$ cat src/rtl/brief_descriptor_engine.sv
// BRIEF descriptor engine: walks a pattern ROM of pixel-pair addresses,
// reads both pixels of every pair from patch memory, and sets each
// descriptor bit when pixel A is strictly darker than pixel B.
//
// Pipeline (one word = LANES pairs):
//   cycle c   : pat_rd/pat_addr issue word w
//   cycle c+1 : pat_data valid, pix_rd with per-lane addresses
//   cycle c+2 : pix_data valid, comparison written into the shadow at c+3
// The FSM waits out the last two pipeline stages in DRAIN, so the final bit
// lands in the shadow on the same edge that the FSM enters OUT.
//
// Handshake: desc_valid/desc_ready is valid/ready. desc and desc_id are
// stable while desc_valid is high; the transfer happens on the rising edge
// where both are high, and desc_valid drops on the following cycle.
//
// Parameter constraint: DESC_BITS must be a multiple of LANES.
module brief_descriptor_engine #(
    parameter int PIX_W      = 8,
    parameter int PATCH_SIDE = 31,
    parameter int DESC_BITS  = 256,
    parameter int LANES      = 4,
    parameter int ID_W       = 16,
    localparam int AW        = $clog2(PATCH_SIDE * PATCH_SIDE),
    localparam int W         = DESC_BITS / LANES,
    localparam int PW        = (W > 1) ? $clog2(W) : 1
) (
    input  logic                   i_clk,
    input  logic                   i_rst_n,
    input  logic                   i_start,
    input  logic [ID_W-1:0]        i_kp_id,
    input  logic                   i_abort,
    output logic                   o_busy,
    output logic                   o_pat_rd,
    output logic [PW-1:0]          o_pat_addr,
    input  logic [LANES*2*AW-1:0]  i_pat_data,
    output logic                   o_pix_rd,
    output logic [LANES*AW-1:0]    o_pix_addr_a,
    output logic [LANES*AW-1:0]    o_pix_addr_b,
    input  logic [LANES*PIX_W-1:0] i_pix_data_a,
    input  logic [LANES*PIX_W-1:0] i_pix_data_b,
    output logic [DESC_BITS-1:0]   o_desc,
    output logic [ID_W-1:0]        o_desc_id,
    output logic                   o_desc_valid,
    input  logic                   i_desc_ready,
    output logic [1:0]             o_dbg_state
);

    typedef enum logic [1:0] {
        S_IDLE  = 2'd0,
        S_RUN   = 2'd1,
        S_DRAIN = 2'd2,
        S_OUT   = 2'd3
    } state_t;

    state_t                r_state;
    state_t                w_next_state;

    logic                  r_pat_rd;
    logic [PW-1:0]         r_pat_addr;
    logic                  r_pix_rd;
    logic [PW-1:0]         r_pix_word;
    logic                  r_cmp_vld;
    logic [PW-1:0]         r_cmp_word;
    logic                  r_drain;
    logic [DESC_BITS-1:0]  r_desc;
    logic [ID_W-1:0]       r_desc_id;
    logic [LANES-1:0]      w_lt;

    assign o_pat_rd   = r_pat_rd;
    assign o_pat_addr = r_pat_addr;
    assign o_pix_rd   = r_pix_rd;
    assign o_desc     = r_desc;
    assign o_desc_id  = r_desc_id;

    // State register.
    always_ff @(posedge i_clk or negedge i_rst_n) begin
        if (!i_rst_n) begin
            r_state <= S_IDLE;
        end else begin
            r_state <= w_next_state;
        end
    end

    // Next-state logic and state-decoded outputs; abort overrides everything.
    always_comb begin
        w_next_state = r_state;
        o_busy       = (r_state != S_IDLE);
        o_desc_valid = (r_state == S_OUT);
        o_dbg_state  = r_state;
        case (r_state)
            S_IDLE: begin
                if (i_start) begin
                    w_next_state = S_RUN;
                end
            end
            S_RUN: begin
                if (r_pat_rd && (r_pat_addr == PW'(W - 1))) begin
                    w_next_state = S_DRAIN;
                end
            end
            S_DRAIN: begin
                if (r_drain) begin
                    w_next_state = S_OUT;
                end
            end
            S_OUT: begin
                if (i_desc_ready) begin
                    w_next_state = S_IDLE;
                end
            end
            default: w_next_state = S_IDLE;
        endcase
        if (i_abort) begin
            w_next_state = S_IDLE;
        end
    end

    // Patch addresses come straight from the ROM word while pix_rd is high.
    always_comb begin
        o_pix_addr_a = '0;
        o_pix_addr_b = '0;
        if (r_pix_rd) begin
            for (int j = 0; j < LANES; j++) begin
                o_pix_addr_a[j*AW +: AW] = i_pat_data[j*2*AW + AW +: AW];
                o_pix_addr_b[j*AW +: AW] = i_pat_data[j*2*AW +: AW];
            end
        end
    end

    // Per-lane unsigned strict comparison; equal pixels give 0.
    always_comb begin
        w_lt = '0;
        for (int j = 0; j < LANES; j++) begin
            w_lt[j] = (i_pix_data_a[j*PIX_W +: PIX_W] < i_pix_data_b[j*PIX_W +: PIX_W]);
        end
    end

    // Word counter, read strobes and the pipeline word tags.
    always_ff @(posedge i_clk or negedge i_rst_n) begin
        if (!i_rst_n) begin
            r_pat_rd   <= 1'b0;
            r_pat_addr <= '0;
            r_pix_rd   <= 1'b0;
            r_pix_word <= '0;
            r_cmp_vld  <= 1'b0;
            r_cmp_word <= '0;
            r_drain    <= 1'b0;
            r_desc_id  <= '0;
        end else begin
            r_pix_rd   <= r_pat_rd && !i_abort;
            r_pix_word <= r_pat_addr;
            r_cmp_vld  <= r_pix_rd && !i_abort;
            r_cmp_word <= r_pix_word;
            r_drain    <= (r_state == S_DRAIN) && !i_abort;
            if (i_abort) begin
                r_pat_rd <= 1'b0;
            end else begin
                case (r_state)
                    S_IDLE: begin
                        r_pat_rd <= 1'b0;
                        if (i_start) begin
                            r_pat_addr <= '0;
                            r_desc_id  <= i_kp_id;
                        end
                    end
                    S_RUN: begin
                        // The counter parks on the last word instead of wrapping.
                        if (!r_pat_rd) begin
                            r_pat_rd <= 1'b1;
                        end else if (r_pat_addr == PW'(W - 1)) begin
                            r_pat_rd <= 1'b0;
                        end else begin
                            r_pat_addr <= r_pat_addr + PW'(1);
                        end
                    end
                    default: r_pat_rd <= 1'b0;
                endcase
            end
        end
    end

    // Shadow descriptor: each comparison lands at its absolute bit index.
    always_ff @(posedge i_clk or negedge i_rst_n) begin
        if (!i_rst_n) begin
            r_desc <= '0;
        end else if (r_cmp_vld && !i_abort) begin
            for (int w = 0; w < W; w++) begin
                if (r_cmp_word == PW'(w)) begin
                    for (int j = 0; j < LANES; j++) begin
                        r_desc[w*LANES + j] <= w_lt[j];
                    end
                end
            end
        end
    end

endmodule

$ cat config.mk
export PLATFORM = sky130hd
export DESIGN_NAME = brief_descriptor_engine
export DESIGN_NICKNAME = d
export VERILOG_FILES = /design/src/rtl/brief_descriptor_engine.sv
export SDC_FILE = /design/constraint.sdc
export NUM_CORES = 1
export LEC_CHECK = 0
export ABC_CLOCK_PERIOD_IN_PS = 5600
export BUFFER_PORTS_ARGS = -buffer_cell sky130_fd_sc_hd__buf_2
export CAP_MARGIN = 30
export CORE_AREA = 10 10 199 201
export DETAILED_ROUTE_END_ITERATION = 16
export DIE_AREA = 0 0 209 211
export GPL_ROUTABILITY_DRIVEN = 0
export PLACE_DENSITY = 0.64
export SYNTH_ARGS = -nofsm -noshare
export SYNTH_HDL_FRONTEND = slang
export SYNTH_SLANG_ARGS = --single-unit
$ cat constraint.sdc
create_clock -name i_clk -period 5.6 [get_ports i_clk]
set_input_delay 1.4 -clock i_clk [delete_from_list [all_inputs] [get_ports i_clk]]
set_output_delay 1.4 -clock i_clk [all_outputs]
set_load 0.01 [all_outputs]
# Word level (Yosys, flattened, before mapping)
# Cells that the tools add are included.
# W data, S select, Z words.
# word_totals
reg_bits	296
elab_cells	246
inputBits	165
# op_classes
n_mux	16
add_sub_neg	1
n_bitwise	1
reduce_logical	77
magnitude_cmp	4
n_eq_ne	74
# op_table
cell	n
$eq A6 B6 Y1 const B	33
$reduce_and A2 Y1	64
$eq A6 B5 Y1 const B	16
$mux W40	2
$eq A6 B4 Y1 const B	8
$lt A8 B8 Y1	4
$eq A6 B3 Y1 const B	4
$mux W6	3
$eq A6 B2 Y1 const B	2
$pmux W6 S2	1
$mux W2	5
$ne A3 B3 Y1 const B	3
$pmux W2 S4	1
$add A6 B1 Y6 const B	1
$eq A6 B1 Y1 const B	1
$logic_not A6 Y1	1
$ne A2 B2 Y1 const B	3
$logic_and A1 B1 Y1	5
$reduce_and A5 Y1	1
$eq A2 B2 Y1 const B	2
$mux W1	4
$reduce_and A4 Y1	1
$reduce_bool A2 Y1	2
$ne A3 B2 Y1 const B	1
other kinds (5)	5

# Longest topological paths before layout
# Gate-level depths: netlist of run 1.
# depth
depth_word	5
ltp_mapped	8
mapped_depth_nobuf	6

# Worst setup path after synthesis of run 1
# OpenSTA, ideal clock, no wires.
# synth_path
path_type	input -> output
start	in i_pat_data[10]
end	out o_pix_addr_a[0]
required_time_ns	4.200
path_buffers	0
cell_stages	1
arrival_ns	1.565
setup_slack_ns	2.635
cell_sequence	and2_1
# synth_via
elab_chain_len	1
# synth_rtl
item	line_no	text
start, declared	35	input logic [LANES*2*AW-1:0] i_pat_data,
$mux W40	122	if (r_pix_rd) begin
end, declared	37	output logic [LANES*AW-1:0] o_pix_addr_a,
# Every way passes these cells.

# Final worst setup path of run 1
# layout_path
start	in i_pat_data[70]
end	out o_pix_addr_a[30]
# The elaborated chain is that of the path after synthesis.

==> results.cfg, run 1 <==
[global_routing]
grt_util_met2_pct = 35.8
antenna_found_initial = 10
grt_pass1_vias = 10344
use_met1_pct = 22.9
gr-usage-all-layers_pct = 20.4
grt_pass1_wl_mm = 68.4
grt_max_degree = 126
met3_usage_pct = 7.01
busiest_layer = met2
grt_remaining_overflow = 0

[drt]
dr.pass1.iters = 5
drt_iter0_drc = 418
via_per_inst = 4.90
wl_mm = 46.8
drc_errors = 0
vias = 9649
wl_per_cell_um = 23.8
postRouteAntennaNets = 0

[cts]
clock_latency_ns = 0.52
cts_buffers = 34
clockRootBuffer = clkbuf_16
cts_tree = built
hold_buffers = 0
post-cts-setup-buffer-count = 0
cts_htree_levels = 2
path_clk_slew_ns = 0.06
cts_sinks = 296
clk_path_buf_depth = 3
cts_resized = 0

[synth]
muxShareOfSynthArea_pct = 24.1
ys.flop_type = dfrtp_1
syn_avg_cell_area_sq_um = 13.6
synth_area_sq_mm = 0.0129
yosysSeqAreaShare_pct = 57.5
synth_top_area_share_pct = 57.5
synth_xor_area_share_pct = 0
synth-compound-area-share_pct = 2.36
synth_cell_type_count = 44
synth_adder_area_share_pct = 3.21
synth_top_area_cell = dfrtp_1
syn_nets = 1142
syn-instance-count = 944
async_flop_share_pct = 100
synth_area_leaders = dfrtp_1, mux2_2, and2_1, ha_1, buf_6
synth_common_cells = dfrtp_1, mux2_2, and2_1, nand2_1, nor2_1
synth_edf_count = 0
yosysWarnings = 0
synth_top_family_by_area = multiplexers
ys_ff_latch = 296
synth-simple-area-share_pct = 9.25
yosysMostFrequentCell = dfrtp_1

[sta]
fin_crit_ns = 3.34
setup_tns_ns = 0
grt_setup_unrepaired = false
setup_violations = 0
worst_pin_slew_ns = 0.949
max_freq_mhz = 299
finalHoldViolCount = 0
slew_viol_final = 0
skew_ns = 0.0218
relSlewSlack_pct = 36.7
finalCritPeriodShare_pct = 59.7
timing.hold.ws_ns = 0.343

[outcome]
status = finished clean

[cells_and_area]
layout.nets = 1679
fill_cells = 3273
syn_to_final_growth_pct = 33.0
final_cell_area_sq_mm = 0.0171
drive_above_1_share_pct = 58.6

[power_and_ir_drop]
powerDensity_mw_per_mm2 = 322
p_leak_nw = 9.88
peakVddDrop_v = 0.000218

[worst_setup_path]
worst_path_largest_cell_delay_ns = 0.27
path_cells = buf_2 -> and2_1 -> buf_2
arrival_ns = 1.94
required_ns = 4.20
cp-start-kind = input port
worstSetupPathType = in2out
crit_slowest_cell = and2_1
worst_r2r_path_depth = 4
cp-end-kind = output pin
cp_max_fo = 1
cpMostUsedCell = buf_2

[floorplanning]
std_cell_rows = 69
ios = 529
die_w_um = 209
die_y_um = 211
fp.coreArea_sq_mm = 0.0354
die-area_sq_mm = 0.0441
start_util_pct = 36.4

[min_path]
hold_depth = 0
hold_path.class = reg2reg

[run]
drv_cap = 0

[placement]
io_buffers = 528
placed_area_sq_mm = 0.0159
dp_hpwl_mm = 36.6
-- kinds of logic after synthesis --
logic type      count (synthesis)
compound gates                 34
buf+inv                        77
simple gates                  228
flops                         296
mux                           276
fa+ha+maj                      33
-- worst max-delay path: cells and delay by family --
family | cells | cell delay [ns]
buffers and inverters | 2 | 0.27
AND/OR/NAND/NOR | 1 | 0.27
-- placed cells by master (no fill, tap or decap), types with 10 or more instances in the layout --
master and n:
and2_1 81, buf_2 528, buf_4 10, clkbuf_16 35
dfrtp_1 295, ha_1 33, inv_1 35, mux2_2 271
nand2_1 55, nor2_1 38, nor2b_1 10
-- stage by stage --
step | std cells | utilization (%) | total power, W | setup slack (ns)
finish | 1970 | 48.4 | 0.00551 | 2.26
global route | 1965 | 48.3 | 0.00575 | 2.27
global placement | 1902 | 44.9 | 0.00328 | 2.10
detailed placement | 1905 | 45.0 | 0.00330 | 2.12
CTS | 1964 | 48.3 | 0.00558 | 1.98
floorplan | 944 | - | 0.00287 | 2.64
-- routing by layer --
| metal | vias to the layer above | part of all wire (%) |
|---|---|---|
| met2 | 372 | 51 |
| met1 | 4869 | 38 |
| met5 | - | 0.047 |
| met4 | 4 | 3.1 |
| li1 | 4335 | - |
| met3 | 69 | 8.1 |
-- flip-flops by register name, summed over array words and instances, names as in the netlist --
register,flops
r_cmp_word,6
o_pat_rd,1
o_desc_id,16
o_pix_rd,1
r_pix_word,6
r_drain,1
o_dbg_state,2
r_cmp_vld,1
o_pat_addr,6
o_desc,256
-- cell type report --
cell class	instances	area [sq um]	share of cell area [%]
Sequential cell	296	7410	43.3
Multi-Input combinational cell	571	5040	29.4
Timing Repair Buffer	543	2800	16.3
Clock buffer	48	995	5.81
Tap cell	461	577	3.37
Clock inverter	11	160	0.936
Inverter	35	131	0.767
Antenna cell	5	12.5	0.0731
-- worst paths after layout --
path	startpoint	endpoint	slack, ns
min in group asynchronous	i_rst_n	o_desc[15]	0.98
hold reg to reg	r_pix_word[5]	r_cmp_word[5]	0.34
setup reg to reg	r_cmp_word[0]	o_desc[202]	3.38
setup / recovery	i_pat_data[70]	o_pix_addr_a[30]	2.26
max in group asynchronous	i_rst_n	o_desc[31]	3.42
hold / removal	r_pix_word[5]	r_cmp_word[5]	0.34
-- power by group --
group / internal (W) / switching, W
registers: 0.00227 / 0.000100
logic: 0.000352 / 0.000525
clock network: 0.00138 / 0.000877
(Power assumes the default switching activity.)
==> run 2: changes to the inputs <==
--- a/config.mk
+++ b/config.mk
@@ -5,7 +5,7 @@
 export SDC_FILE = /design/constraint.sdc
 export NUM_CORES = 1
 export LEC_CHECK = 0
-export ABC_CLOCK_PERIOD_IN_PS = 5600
+export ABC_CLOCK_PERIOD_IN_PS = 3200
 export BUFFER_PORTS_ARGS = -buffer_cell sky130_fd_sc_hd__buf_2
 export CAP_MARGIN = 30
 export CORE_AREA = 10 10 199 201
==> constraint.sdc (replaced) <==
create_clock -name i_clk -period 3.2 [get_ports i_clk]
set_input_delay 0.8 -clock i_clk [delete_from_list [all_inputs] [get_ports i_clk]]
set_output_delay 0.8 -clock i_clk [all_outputs]
set_load 0.01 [all_outputs]
==> results.cfg, run 2 (same netlist as run 1, synthesis figures left out) <==
[min_path]
hold_path.class = in2async

[worst_setup_path]
worst_path_largest_cell_delay_ns = 0.80
cp_max_fo = 58
worstSetupPathType = reg2out
startpoint = o_pix_rd
reg2reg_slack_ns = 1.00
crit_slowest_cell = dfrtp_2
timing.rr.start = r_cmp_word[1]
cp-end-kind = output pin
cp-start-kind = flip-flop
path_cells = buf_4 -> and2_1 -> buf_2
worst_r2r_path_depth = 3
path_depth = 3
worst-path-buf-inv = 2
arrival_ns = 1.98
crit_family = flip-flops
required_ns = 2.40

[sta]
skew_ns = 0.0186
max_freq_mhz = 360
grt_setup_unrepaired = false
worst_pin_slew_ns = 0.904
setup_violations = 0
finalCritPeriodShare_pct = 86.9
finalHoldViolCount = 0
fin_crit_ns = 2.78
setup_tns_ns = 0
slew_viol_final = 0
relSlewSlack_pct = 39.2

[global_routing]
grt_pass1_wl_mm = 68.5
grt_pass1_vias = 10407
gr-usage-all-layers_pct = 20.3
grt_remaining_overflow = 0
grt_max_degree = 75
antenna_found_initial = 15

[power_and_ir_drop]
intPower_w = 0.00732
powerDensity_mw_per_mm2 = 574
p_switching_w = 0.00263
p_leak_nw = 9.98
peakVddDrop_v = 0.000542
power_frac_clock_pct = 42.6
swShare_pct = 26.4
pwr-share-seq_pct = 41.7
p_comb_share_pct = 15.7

[drt]
met2_wirelength_mm = 23.9
vias = 9653
wl_per_cell_um = 23.5
dr.pass1.iters = 4
postRouteAntennaNets = 0
wl_mm = 46.5
drt_iter0_drc = 372
dr.max_layer_used = met5
dr_wl_met3_mm = 4.14
drc_errors = 0
via_per_inst = 4.88
drt-met1-wl_mm = 17.3

[cts]
clock_latency_ns = 0.52
clockRootBuffer = clkbuf_16
cts_tree = built
path_clk_slew_ns = 0.06
post-cts-setup-buffer-count = 0
cts_buffers = 34
cts_resized = 0
cts_sinks = 296
clk_path_buf_depth = 3
hold_buffers = 0
cts_htree_levels = 2

[floorplanning]
die_y_um = 211
ios = 529
fp.coreArea_sq_mm = 0.0354
std_cell_rows = 69
start_util_pct = 36.4
die_w_um = 209
die-area_sq_mm = 0.0441

[outcome]
status = finished clean

[cells_and_area]
largest_reg_flops = 256
syn_to_final_growth_pct = 34.6
final_cell_area_sq_mm = 0.0173
mostFrequentLayoutCell = buf_2
layout.nets = 1685
fill_cells = 3211
drive_above_1_share_pct = 59.1
layout_common_cells = buf_2, dfrtp_1, mux2_2, and2_1, nand2_1

[placement]
placed_area_sq_mm = 0.0161
dp_hpwl_mm = 36.8
io_buffers = 528

[run]
drv_cap = 0
-- run 2: changes by cell type in the layout (fill, tap and decap cells not counted), moves of 2 or more --
cell       delta
clkbuf_8      +2
bufinv_16     +3
buf_12        +5
buf_6         -2
clkbuf_1      -3
buf_4         +4
-- run 2: worst paths after layout --
check,endpoint
min,o_desc[15]
max reg2reg,o_desc[1]
min in group i_clk,r_cmp_word[2]
max in group asynchronous,o_desc[167]
min reg2reg,r_cmp_word[2]
max,o_pix_addr_b[25]
-- run 2: stage by stage --
stage	setup slack [ns]	std cells	hold WS, ns	util, %	power (W)
finish	0.421	1979	0.276	49.0	0.00995
global route	0.213	1976	0.303	48.9	0.0104
CTS	0.350	1973	0.280	48.9	0.0101
detailed placement	0.566	1912	0.335	45.4	0.00581
global placement	0.582	1912	0.334	45.4	0.00578
floorplan	0.919	944	0.331	-	0.00502
-- run 2: worst reg2reg max path: cells and delay by family (launching register included) --
family | cells | cell delay [ns]
DFF | 1 | 0.47
and+or+nand+nor | 2 | 1.23
muxes | 1 | 0.38
-- run 2: layout make-up --
| class | count | area (sq um) | area share, % |
|---|---|---|---|
| clock buffers | 47 | 1010 | 5.83 |
| inverters | 35 | 131 | 0.758 |
| diodes | 6 | 15.0 | 0.0866 |
| clock inverters | 14 | 249 | 1.44 |
| repair buffers | 549 | 2900 | 16.7 |
| well taps | 461 | 577 | 3.33 |
| multi-input cells | 571 | 5040 | 29.1 |
| flip-flops and latches | 296 | 7410 | 42.8 |
-- run 2: metal layers --
metal / GRT usage (%) / vias to the layer above
li1: - / 4355
met1: 22.7 / 4843
met2: 36.1 / 386
met3: 7.30 / 63
met4: 5.18 / 6
met5: 0 / -
-- run 2: power by group through the flow --
stage	logic (W)	registers (W)	clock network [W]
after floorplan	0.000750	0.00427	0
after global placement	0.00157	0.00421	0
after detailed placement	0.00160	0.00421	0
after CTS	0.00160	0.00415	0.00434
after global routing	0.00170	0.00419	0.00451
final	0.00156	0.00415	0.00424
